==> src/rtl/pu_spi_slave.sv <==
// Purpose : SPI mode-0 slave bridging an external master to the PU data bus.
//           RX bytes are packed MSB-first into words; bus-written words are shifted out on miso.
// Latency : SPI pins pass a 2-flop synchronizer; flags <= 3 clk after a cs edge; data_out is 1 clk after signal_oe.
// Backpressure: none. Completed RX words beyond BUF_SIZE and bus writes beyond BUF_SIZE are dropped.
// Ports:
//   clk, rst              system clock, synchronous active-high reset
//   signal_cycle          restart all buffer pointers, the byte counters and the partial word
//   signal_wr, data_in    append a word to the transmit buffer
//   signal_oe, data_out   pop the next receive-buffer word (0 when idle or exhausted)
//   flag_start, flag_stop one-clk pulses on cs falling / rising edges
//   mosi, miso, sclk, cs  SPI pins (cs active-low); sclk is oversampled by clk
module pu_spi_slave #(
  parameter int DATA_WIDTH     = 32,
  parameter int SPI_DATA_WIDTH = 8,
  parameter int BUF_SIZE       = 6
) (
  input  logic                  clk,
  input  logic                  rst,
  input  logic                  signal_cycle,
  input  logic                  signal_wr,
  input  logic [DATA_WIDTH-1:0] data_in,
  input  logic                  signal_oe,
  output logic [DATA_WIDTH-1:0] data_out,
  output logic                  flag_start,
  output logic                  flag_stop,
  input  logic                  mosi,
  output logic                  miso,
  input  logic                  sclk,
  input  logic                  cs
);

  localparam int BPW = DATA_WIDTH / SPI_DATA_WIDTH;
  localparam int BCW = (BPW > 1) ? $clog2(BPW) : 1;
  localparam int BTW = (SPI_DATA_WIDTH > 1) ? $clog2(SPI_DATA_WIDTH) : 1;
  localparam int PW  = $clog2(BUF_SIZE + 1);
  localparam int AW  = (BUF_SIZE > 1) ? $clog2(BUF_SIZE) : 1;

  localparam logic [PW-1:0]  PTR_END   = PW'(BUF_SIZE);
  localparam logic [BCW-1:0] BYTE_LAST = BCW'(BPW - 1);
  localparam logic [BTW-1:0] BIT_LAST  = BTW'(SPI_DATA_WIDTH - 1);

  // Synchronizers are deliberately not reset: they keep tracking the pins
  // through reset so that releasing reset with cs already low cannot fake a
  // falling edge. Index [1] is the synchronized value, [2] its previous copy.
  logic [2:0] sclk_q;
  logic [2:0] cs_q;
  logic [1:0] mosi_q;

  always_ff @(posedge clk) begin
    sclk_q <= {sclk_q[1:0], sclk};
    cs_q   <= {cs_q[1:0], cs};
    mosi_q <= {mosi_q[0], mosi};
  end

  logic sclk_rise, sclk_fall, cs_fall, cs_rise, mosi_s;
  assign sclk_rise = sclk_q[1] & ~sclk_q[2];
  assign sclk_fall = ~sclk_q[1] & sclk_q[2];
  assign cs_fall   = ~cs_q[1] & cs_q[2];
  assign cs_rise   = cs_q[1] & ~cs_q[2];
  assign mosi_s    = mosi_q[1];

  // Transaction is only live between a seen cs falling edge and the next
  // rising edge, so bits arriving after a mid-transaction reset are ignored.
  logic active;

  logic [DATA_WIDTH-1:0] rx_buf [BUF_SIZE];
  logic [DATA_WIDTH-1:0] tx_buf [BUF_SIZE];

  // ---------------- receive path ----------------
  logic [SPI_DATA_WIDTH-1:0] rx_shift;
  logic [BTW-1:0]            rx_bit_cnt;
  logic [BCW-1:0]            rx_byte_cnt;
  logic [DATA_WIDTH-1:0]     rx_word;
  logic [PW-1:0]             rx_wr_ptr;
  logic [PW-1:0]             rx_rd_ptr;

  logic [SPI_DATA_WIDTH-1:0] rx_byte_nx;
  logic [DATA_WIDTH-1:0]     rx_word_nx;
  logic                      rx_bit_step, rx_byte_done, rx_word_done, rx_buf_we;

  assign rx_byte_nx   = (rx_shift << 1) | SPI_DATA_WIDTH'(mosi_s);
  assign rx_word_nx   = (rx_word << SPI_DATA_WIDTH) | DATA_WIDTH'(rx_byte_nx);
  // A bit completing together with signal_cycle is dropped.
  assign rx_bit_step  = active && sclk_rise && !signal_cycle;
  assign rx_byte_done = rx_bit_step && (rx_bit_cnt == BIT_LAST);
  assign rx_word_done = rx_byte_done && (rx_byte_cnt == BYTE_LAST);
  assign rx_buf_we    = rx_word_done && (rx_wr_ptr != PTR_END);

  // Read at address 0 when signal_cycle coincides with signal_oe.
  logic [PW-1:0] rx_rd_src;
  assign rx_rd_src = signal_cycle ? '0 : rx_rd_ptr;

  // ---------------- transmit path ----------------
  logic [SPI_DATA_WIDTH-1:0] tx_shift;
  logic [BTW-1:0]            tx_bit_cnt;
  logic [BCW-1:0]            tx_byte_cnt;
  logic [PW-1:0]             tx_wr_ptr;
  logic [PW-1:0]             tx_rd_ptr;

  logic                      tx_step, tx_byte_done;
  logic [BCW-1:0]            tx_byte_nx;
  logic [PW-1:0]             tx_rd_nx;
  logic [BCW-1:0]            tx_src_byte;
  logic [PW-1:0]             tx_src_ptr;
  logic [SPI_DATA_WIDTH-1:0] tx_load;
  logic [PW-1:0]             tx_wr_addr;
  logic                      tx_buf_we;

  assign tx_step      = active && sclk_fall;
  assign tx_byte_done = tx_step && (tx_bit_cnt == BIT_LAST);

  function automatic logic [SPI_DATA_WIDTH-1:0] pick_byte(
    input logic [DATA_WIDTH-1:0] word,
    input logic [BCW-1:0]        idx
  );
    logic [DATA_WIDTH-1:0] sh;
    sh = word >> (SPI_DATA_WIDTH * (BPW - 1 - int'(idx)));
    return sh[SPI_DATA_WIDTH-1:0];
  endfunction

  // Position of the byte following the current one. The read pointer never
  // passes the write pointer; once drained the byte index keeps cycling and
  // zeros are sent.
  always_comb begin
    tx_byte_nx = tx_byte_cnt + BCW'(1);
    tx_rd_nx   = tx_rd_ptr;
    if (tx_byte_cnt == BYTE_LAST) begin
      tx_byte_nx = '0;
      if (tx_rd_ptr < tx_wr_ptr) tx_rd_nx = tx_rd_ptr + PW'(1);
    end
  end

  // cs falling edge reloads the current byte; a byte boundary loads the next.
  assign tx_src_ptr  = cs_fall ? tx_rd_ptr : tx_rd_nx;
  assign tx_src_byte = cs_fall ? tx_byte_cnt : tx_byte_nx;
  assign tx_load     = (tx_src_ptr < tx_wr_ptr) ?
                       pick_byte(tx_buf[tx_src_ptr[AW-1:0]], tx_src_byte) : '0;

  // signal_cycle with signal_wr writes slot 0 and leaves tx_wr_ptr at 1.
  assign tx_wr_addr = signal_cycle ? '0 : tx_wr_ptr;
  assign tx_buf_we  = signal_wr && (signal_cycle || (tx_wr_ptr != PTR_END));

  assign miso = active & tx_shift[SPI_DATA_WIDTH-1];

  // ---------------- buffers (contents survive reset) ----------------
  always_ff @(posedge clk) begin
    if (!rst && rx_buf_we) rx_buf[rx_wr_ptr[AW-1:0]] <= rx_word_nx;
    if (!rst && tx_buf_we) tx_buf[tx_wr_addr[AW-1:0]] <= data_in;
  end

  // ---------------- control state ----------------
  always_ff @(posedge clk) begin
    if (rst) begin
      active      <= 1'b0;
      flag_start  <= 1'b0;
      flag_stop   <= 1'b0;
      data_out    <= '0;
      rx_shift    <= '0;
      rx_bit_cnt  <= '0;
      rx_byte_cnt <= '0;
      rx_word     <= '0;
      rx_wr_ptr   <= '0;
      rx_rd_ptr   <= '0;
      tx_shift    <= '0;
      tx_bit_cnt  <= '0;
      tx_byte_cnt <= '0;
      tx_wr_ptr   <= '0;
      tx_rd_ptr   <= '0;
    end else begin
      flag_start <= cs_fall;
      flag_stop  <= cs_rise;
      if (cs_fall)      active <= 1'b1;
      else if (cs_rise) active <= 1'b0;

      // receive: a partial byte is abandoned by restarting the bit count
      if (cs_fall) rx_bit_cnt <= '0;
      if (signal_cycle) begin
        rx_wr_ptr   <= '0;
        rx_byte_cnt <= '0;
        rx_word     <= '0;
      end else if (rx_bit_step) begin
        rx_shift <= rx_byte_nx;
        if (rx_byte_done) begin
          rx_bit_cnt <= '0;
          rx_word    <= rx_word_nx;
          if (rx_word_done) begin
            rx_byte_cnt <= '0;
            if (rx_wr_ptr != PTR_END) rx_wr_ptr <= rx_wr_ptr + PW'(1);
          end else begin
            rx_byte_cnt <= rx_byte_cnt + BCW'(1);
          end
        end else begin
          rx_bit_cnt <= rx_bit_cnt + BTW'(1);
        end
      end

      // bus read
      if (signal_oe) begin
        if (rx_rd_src != PTR_END) begin
          data_out  <= rx_buf[rx_rd_src[AW-1:0]];
          rx_rd_ptr <= rx_rd_src + PW'(1);
        end else begin
          data_out  <= '0;
          rx_rd_ptr <= rx_rd_src;
        end
      end else begin
        data_out <= '0;
        if (signal_cycle) rx_rd_ptr <= '0;
      end

      // bus write
      if (signal_cycle)   tx_wr_ptr <= signal_wr ? PW'(1) : '0;
      else if (tx_buf_we) tx_wr_ptr <= tx_wr_ptr + PW'(1);

      // transmit shifter
      if (cs_fall) begin
        tx_bit_cnt <= '0;
        tx_shift   <= tx_load;
      end else if (tx_byte_done) begin
        tx_bit_cnt <= '0;
        tx_shift   <= tx_load;
      end else if (tx_step) begin
        tx_bit_cnt <= tx_bit_cnt + BTW'(1);
        tx_shift   <= tx_shift << 1;
      end

      if (signal_cycle) begin
        tx_rd_ptr   <= '0;
        tx_byte_cnt <= '0;
      end else if (tx_byte_done) begin
        tx_rd_ptr   <= tx_rd_nx;
        tx_byte_cnt <= tx_byte_nx;
      end
    end
  end

endmodule

==> config.mk <==
export PLATFORM = sky130hd
export DESIGN_NAME = pu_spi_slave
export DESIGN_NICKNAME = d
export VERILOG_FILES = /design/src/rtl/pu_spi_slave.sv
export SDC_FILE = /design/constraint.sdc
export NUM_CORES = 1
export LEC_CHECK = 0
export ABC_AREA = 1
export BUFFER_PORTS_ARGS = -buffer_cell sky130_fd_sc_hd__buf_2
export CELL_PAD_IN_SITES_DETAIL_PLACEMENT = 0
export CELL_PAD_IN_SITES_GLOBAL_PLACEMENT = 2
export CORE_UTILIZATION = 40
export DETAILED_ROUTE_END_ITERATION = 6
export GPL_TIMING_DRIVEN = 0
export MAX_ROUTING_LAYER = met4
export PLACE_DENSITY_LB_ADDON = 0.1
export SETUP_SLACK_MARGIN = 0.2
export SLEW_MARGIN = 10
export SYNTH_ARGS = -nofsm -noshare
export SYNTH_HDL_FRONTEND = slang
export SYNTH_SLANG_ARGS = --single-unit
==> constraint.sdc <==
create_clock -name clk -period 14.1 [get_ports clk]
set_input_delay 0.705 -clock clk [delete_from_list [all_inputs] [get_ports clk]]
set_output_delay 0.705 -clock clk [all_outputs]
set_load 0.02 [all_outputs]
==> results of run 1 <==
-- path summary, 6_finish.rpt --
kind                 end  slack, ns  cells after the start
max          data_out[5]      10.64                     12
min            mosi_q[0]       0.20                      1
max reg2reg  data_out[5]      10.64                     12
min reg2reg      cs_q[1]       0.32                      0
-- metal layers --
layer	track usage, %	up-vias	part of all wire (%)
met3	3.40	109	5.0
met4	8.26	0	3.1
met5	-	-	0
met1	27.1	6016	42
li1	-	6057	-
met2	38.0	316	50
-- cell families (layout without fill, tap and decap cells) --
kind of cell               after synthesis  count (layout)  share of synthesized area (%)
and+or+nand+nor                        618             618                           13.8
adders and majority gates               19              19                           1.24
AOI/OAI and AO/OA                      285             285                           8.65
DFF                                    488             488                           71.1
buffers and inverters                  230             429                           5.08
other                                    0               1                              0
xor gates and xnor gates                 2               2                         0.0915
-- state kept, by name, indices dropped and copies added, names as in the netlist, 7 cells and up --
register,flops
tx_buf,192
rx_shift,7
rx_buf,192
data_out,32
tx_shift,8
rx_word,24
-- cells in the final DEF (no fill, tap or decap), types with 3 or more instances in the layout --
cell        count
a211oi_1       20
a21oi_1        84
buf_12          3
buf_16          3
buf_2          93
buf_4          23
buf_6          13
bufinv_16       7
clkbuf_1       59
clkbuf_16      54
clkinv_1       12
clkinv_2        9
clkinvlp_4      3
dfxtp_1       104
edfxtp_1      384
ha_1           19
inv_1         139
inv_2           4
nand2_1       333
nand2_2         7
nand3_1       156
nor2_1         79
nor2_4          7
nor3_2          5
o21ai_0       107
o21ai_1         6
o221a_2        16
o22ai_1        48
or2_2          24
-- layout make-up --
cell class | count | area (sq um)
Clock inverter | 33 | 353
Multi-Input combinational cell | 924 | 4640
Fill cell | 4264 | 24400
Timing Repair Buffer | 103 | 708
Inverter | 144 | 541
Buffer | 86 | 433
Tap cell | 607 | 759
Antenna cell | 1 | 2.50
Clock buffer | 63 | 1400
Sequential cell | 488 | 13600
-- stage by stage --
stage	power [mW]	area [sq um]	std cells	setup slack (ns)
after global routing	3.19	22400	2449	10.33
after floorplan	1.67	19100	1642	9.24
after detailed placement	1.73	20700	2352	10.08
after global placement	1.72	20300	2322	5.31
final	3.09	22400	2449	10.64
after CTS	3.12	22400	2448	10.63
-- where the power goes --
group	leakage, nW	internal [mW]	switching (mW)
Combinational	3.29	0.0390	0.0922
Sequential	4.45	1.56	0.00590
Clock	0.849	0.831	0.566
Total	8.59	2.43	0.665
==> metrics, run 1 <==
Final min period=3.46 ns; register clock-pin slew on the reported worst setup and hold paths=0.06 ns; Worst Tran Pin Value=0.944 ns; power per cell area=138 nW/um^2; Worst R2R Start=rx_rd_ptr[0]; final setup fails=0; initial antenna violation count=1; buffers added on ports=73; Worst path top cell family by delay=buffers and inverters; Slew Limit Headroom=36.7%; crit path from=rx_rd_ptr[0]; hold buffer count at cts=0; sequential share of the synthesized area=71.1%; Hold Slack=0.205 ns; Layout Utilization=47.9%; clk_skew=0.0205 ns; worst-skew pair later-pin latency=0.60 ns; Critical Path AT=3.94 ns; Yosys top cell by area=edfxtp_1; Final period util=24.5%; DIE HEIGHT=221 um; Worst Setup Path Type=reg -> reg; gr usage total=22.5%; main flop type after synthesis=edfxtp_1; DR iter-0 viols=883; clock sinks=488; post-synthesis cell type count=33; number of global-route vias before repair=12,200; H-tree depth=2; number of synthesized flops with an enable pin=384; grt ovf=0; Die W=221 um; Static Leak=8.59 nW; num rows=79; Setup TNS Final=0 ns; share of the synthesized area in the top cell type=60.2%; min-delay src=mosi; critical path required time=14.58 ns; vias=12,500; Mapped Area=19,100 sq um; CTS tree=built; Hold Fails Final Rpt=0; Max-Cap Viols=0; share of flip-flops with an asynchronous set or reset=0%; area delta synth->final=17.2%; routability congestion estimate=0.789; Tightest Hold Check Type=in -> reg; Max VDD drop=0.101 mV; pin count of the biggest net entering global routing=23; DIE AREA=48,700 sq um; Critical Path End Type=register; share of cells above drive strength 1=15.4%; most frequent cell after synthesis=edfxtp_1; TritonCTS buffer count=52; IO Pins=75; Bufs and invs on worst path=6; Max Fclk=289 MHz; syn_area_per_cell=11.7 sq um; status=finished, violations left; Residual DRC=4; Post-synth top cells=384 x edfxtp_1, 333 x nand2_1, 156 x nand3_1; post_cts resized=0; Core ar.=46,900 sq um; first-pass detailed-route iteration total=7; slowest CP cell=clkbuf_1; post-route ant nets=0; clk buf depth=3; Net Count, Synth=1,701; final slew viol count=0; Starting Density=40.9%; Synth Register Bits=488; critical path fanouts, max=10; Startpoint Class=register; hpwl dp=34,500 um; setup bufs post-CTS=0; RSZ-0062 raised after global routing=no; Routed wire per std cell=21.0 um; Warnings, synthesis=0; critical-path cell list=inv_1 -> nor2_2 -> inv_1 -> clkbuf_1 -> clkbuf_1 -> ha_1 -> a21oi_1 -> nand2_1 -> clkbuf_1 -> a21oi_1 -> o21ai_0 -> inv_1; Synth Instances=1,642; Max stage delay on crit path=0.60 ns; Post-layout nets=1,858; vias per cell=5.10; WL final=51,400 um; first-pass GRT wire length=77,100 um; Root Buffer=clkbuf_16; top post-synthesis cells by area=edfxtp_1 60%, dfxtp_1 11%, nand2_1 6.5%; failing checks=design-rule violations
(Power assumes the default switching activity.)
==> run 2, diff against run 1 <==
- CORE_UTILIZATION: 40 -> 38
- clock period: 14.1 -> 3 ns (I/O delays scaled with it)
==> run 2 against run 1 <==
Final cell count grew 5.1%. Largest cell class unchanged. Sequential power grew to 4.7 times the previous value. Sequential cell count is the same. Largest power group unchanged. The flow now finishes without violations. Non-clock buffer count grew 72. Global-route usage shrank 0.27 points. Power grew to 4.6 times the previous value. Critical endpoint is now tx_shift[7].
==> metrics, run 2 (synthesis results as in run 1) <==
num rows=81 (+2.5%); Multi-input gate area=4790 sq um (+3.4%); final slew viol count=0 (unchanged); pin count of the biggest net entering global routing=23 (unchanged); Critical Path End Type=register; area delta synth->final=22.0%; RSZ-0062 raised after global routing=no; TritonCTS buffer count=53 (+1.9%); Tightest Hold Check Type=in -> reg; Max VDD drop=0.435 mV (+330%); final setup fails=0 (unchanged); Slew Limit Headroom=48.8% (+12 points); Max stage delay on crit path=0.57 ns (-0.03 ns); crit path from=cs_q[1]; first-pass detailed-route iteration total=5 (-2); Worst R2R Start=cs_q[1]; Final min period=2.64 ns (-0.816 ns); Startpoint Class=register; status=finished clean; clk_skew=0.0125 ns (-0.00798 ns); filler cell count=4,536 (+6.4%); hpwl dp=35,700 um (+3.4%); DIE HEIGHT=226 um (+2.6%); number of global-route vias before repair=12,900 (+5.2%); gr usage total=22.2% (-0.27 points); first-pass GRT wire length=80,900 um (+4.8%); critical path fanouts, max=10 (unchanged); slowest CP cell=clkbuf_1; Ant. Diodes=0 (-1); crit path to=tx_shift[7]; Root Buffer=clkbuf_16; critical path required time=3.48 ns (-11.10 ns); Placed Area=20,800 sq um (+0.51%); CTS tree=built; Layout Utilization=47.3% (-0.58 points); Routed wire per std cell=20.6 um (-1.8%); critical-path cell list=inv_1 -> ha_1 -> buf_4 -> inv_1 -> buf_4 -> o21ai_1 -> inv_1 -> clkbuf_1 -> nand3_1 -> nand3_1 -> nand3_1 -> nand2_2 -> a21oi_2; Final period util=88.1% (+64 points); share of cells above drive strength 1=18.5% (+3.0 points); Hold Fails Final Rpt=0 (unchanged); buffers added on ports=73 (unchanged); Design Area, Final=23,400 sq um (+4.1%); Residual DRC=0 (-4); pre-CTS WS=-0.550 ns (-10.63 ns); power per cell area=611 nW/um^2 (+340%); IO Pins=75 (unchanged); Die W=226 um (+2.6%); worst setup margin=0.356 ns (-10.28 ns); grt ovf=0 (unchanged); Starting Density=38.8% (-2.1 points); Worst Setup Path Type=reg -> reg; vias=12,800 (+2.2%); vias per cell=4.96 (-2.8%); Max Fclk=378 MHz (+31%); Reg area=13,600 sq um (about the same); register clock-pin slew on the reported worst setup and hold paths=0.06 ns (about the same); initial antenna violation count=0 (-1); clk buf depth=3 (unchanged); WL final=53,100 um (+3.3%); Critical Path AT=3.12 ns (-0.82 ns); post-route ant nets=0 (unchanged); worst-skew pair later-pin latency=0.59 ns (about the same); worst r2r dst=tx_shift[7]; routability congestion estimate=0.763 (-3.4%); reg2reg setup slack=0.36 ns (-10.28 ns); Worst Tran Pin Value=0.769 ns (-0.176 ns); Setup TNS Final=0 ns (unchanged); commonest non-fill, non-tap cell in the layout=edfxtp_1; clock sinks=488 (unchanged); most frequent cells in the layout=384 x edfxtp_1, 326 x nand2_1, 154 x nand3_1; Post-layout nets=1,931 (+3.9%); H-tree depth=2 (unchanged); Core ar.=49,400 sq um (+5.3%); DIE AREA=51,300 sq um (+5.2%); R2R depth=13 (+1); Max-Cap Viols=0 (unchanged); DR iter-0 viols=777 (-12%); Static Leak=8.97 nW (+4.5%)
[run 2: through the flow]
step | hold WS (ns) | power, mW | instances
6_report | 0.0547 | 14.3 | 2575
5_1_grt | 0.0731 | 14.7 | 2575
4_1_cts | 0.0181 | 14.4 | 2554
3_5_place_dp | 0.254 | 8.12 | 2408
3_3_place_gp | 0.254 | 8.11 | 2379
2_1_floorplan | 0.178 | 7.84 | 1642
[run 2: how the worst min path moves through the flow]
stage / startpoint / endpoint / slack [ns] / cells after the start
after floorplan: cs / cs_q[0] / 0.18 / 0
after global placement: sclk / sclk_q[0] / 0.25 / 1
after detailed placement: mosi / mosi_q[0] / 0.25 / 1
after CTS: signal_wr / tx_wr_ptr[1] / 0.02 / 5
after global routing: rst / tx_bit_cnt[1] / 0.07 / 4
final: signal_wr / tx_wr_ptr[0] / 0.05 / 5
[run 2: what timing repair did]
action                                 CTS  global route
hold buffers                            38             0
buffers inserted                        14            21
gates resized for setup                 35            30
endpoints found under the hold margin  200             0
pin swaps                                8            10
setup endpoints to repair              163           184
[run 2: cell type report]
| cell class | count | area share [%] |
|---|---|---|
| Clock inverter | 27 | 0.975 |
| Timing Repair Buffer | 175 | 6.11 |
| Buffer | 86 | 2.12 |
| Inverter | 144 | 2.34 |
| Multi-Input combinational cell | 924 | 20.5 |
| Clock buffer | 67 | 6.08 |
| Tap cell | 664 | 3.56 |
| Sequential cell | 488 | 58.3 |
[run 2: worst max-delay path: cells and delay by family (launching register included)]
kind                       cells  cell delay (ns)
adders and majority gates      1             0.18
DFF                            1             0.34
and+or+nand+nor                4             0.56
AOI/OAI and AO/OA              2             0.20
buffers and inverters          6             1.22
[run 2: metal layers]
metal / vias up / wire length [um] / global-route usage (%)
met4: 0 / 1430 / 6.56
met3: 90 / 1840 / 2.68
met1: 6219 / 22400 / 26.5
li1: 6203 / - / -
met2: 255 / 27400 / 39.1
met5: - / 0 / -
[run 2: where the power goes]
part           internal [mW]  switching, mW  total [mW]
Clock                   3.59           2.64        6.24
Sequential              7.32         0.0295        7.35
Combinational          0.227          0.455       0.682
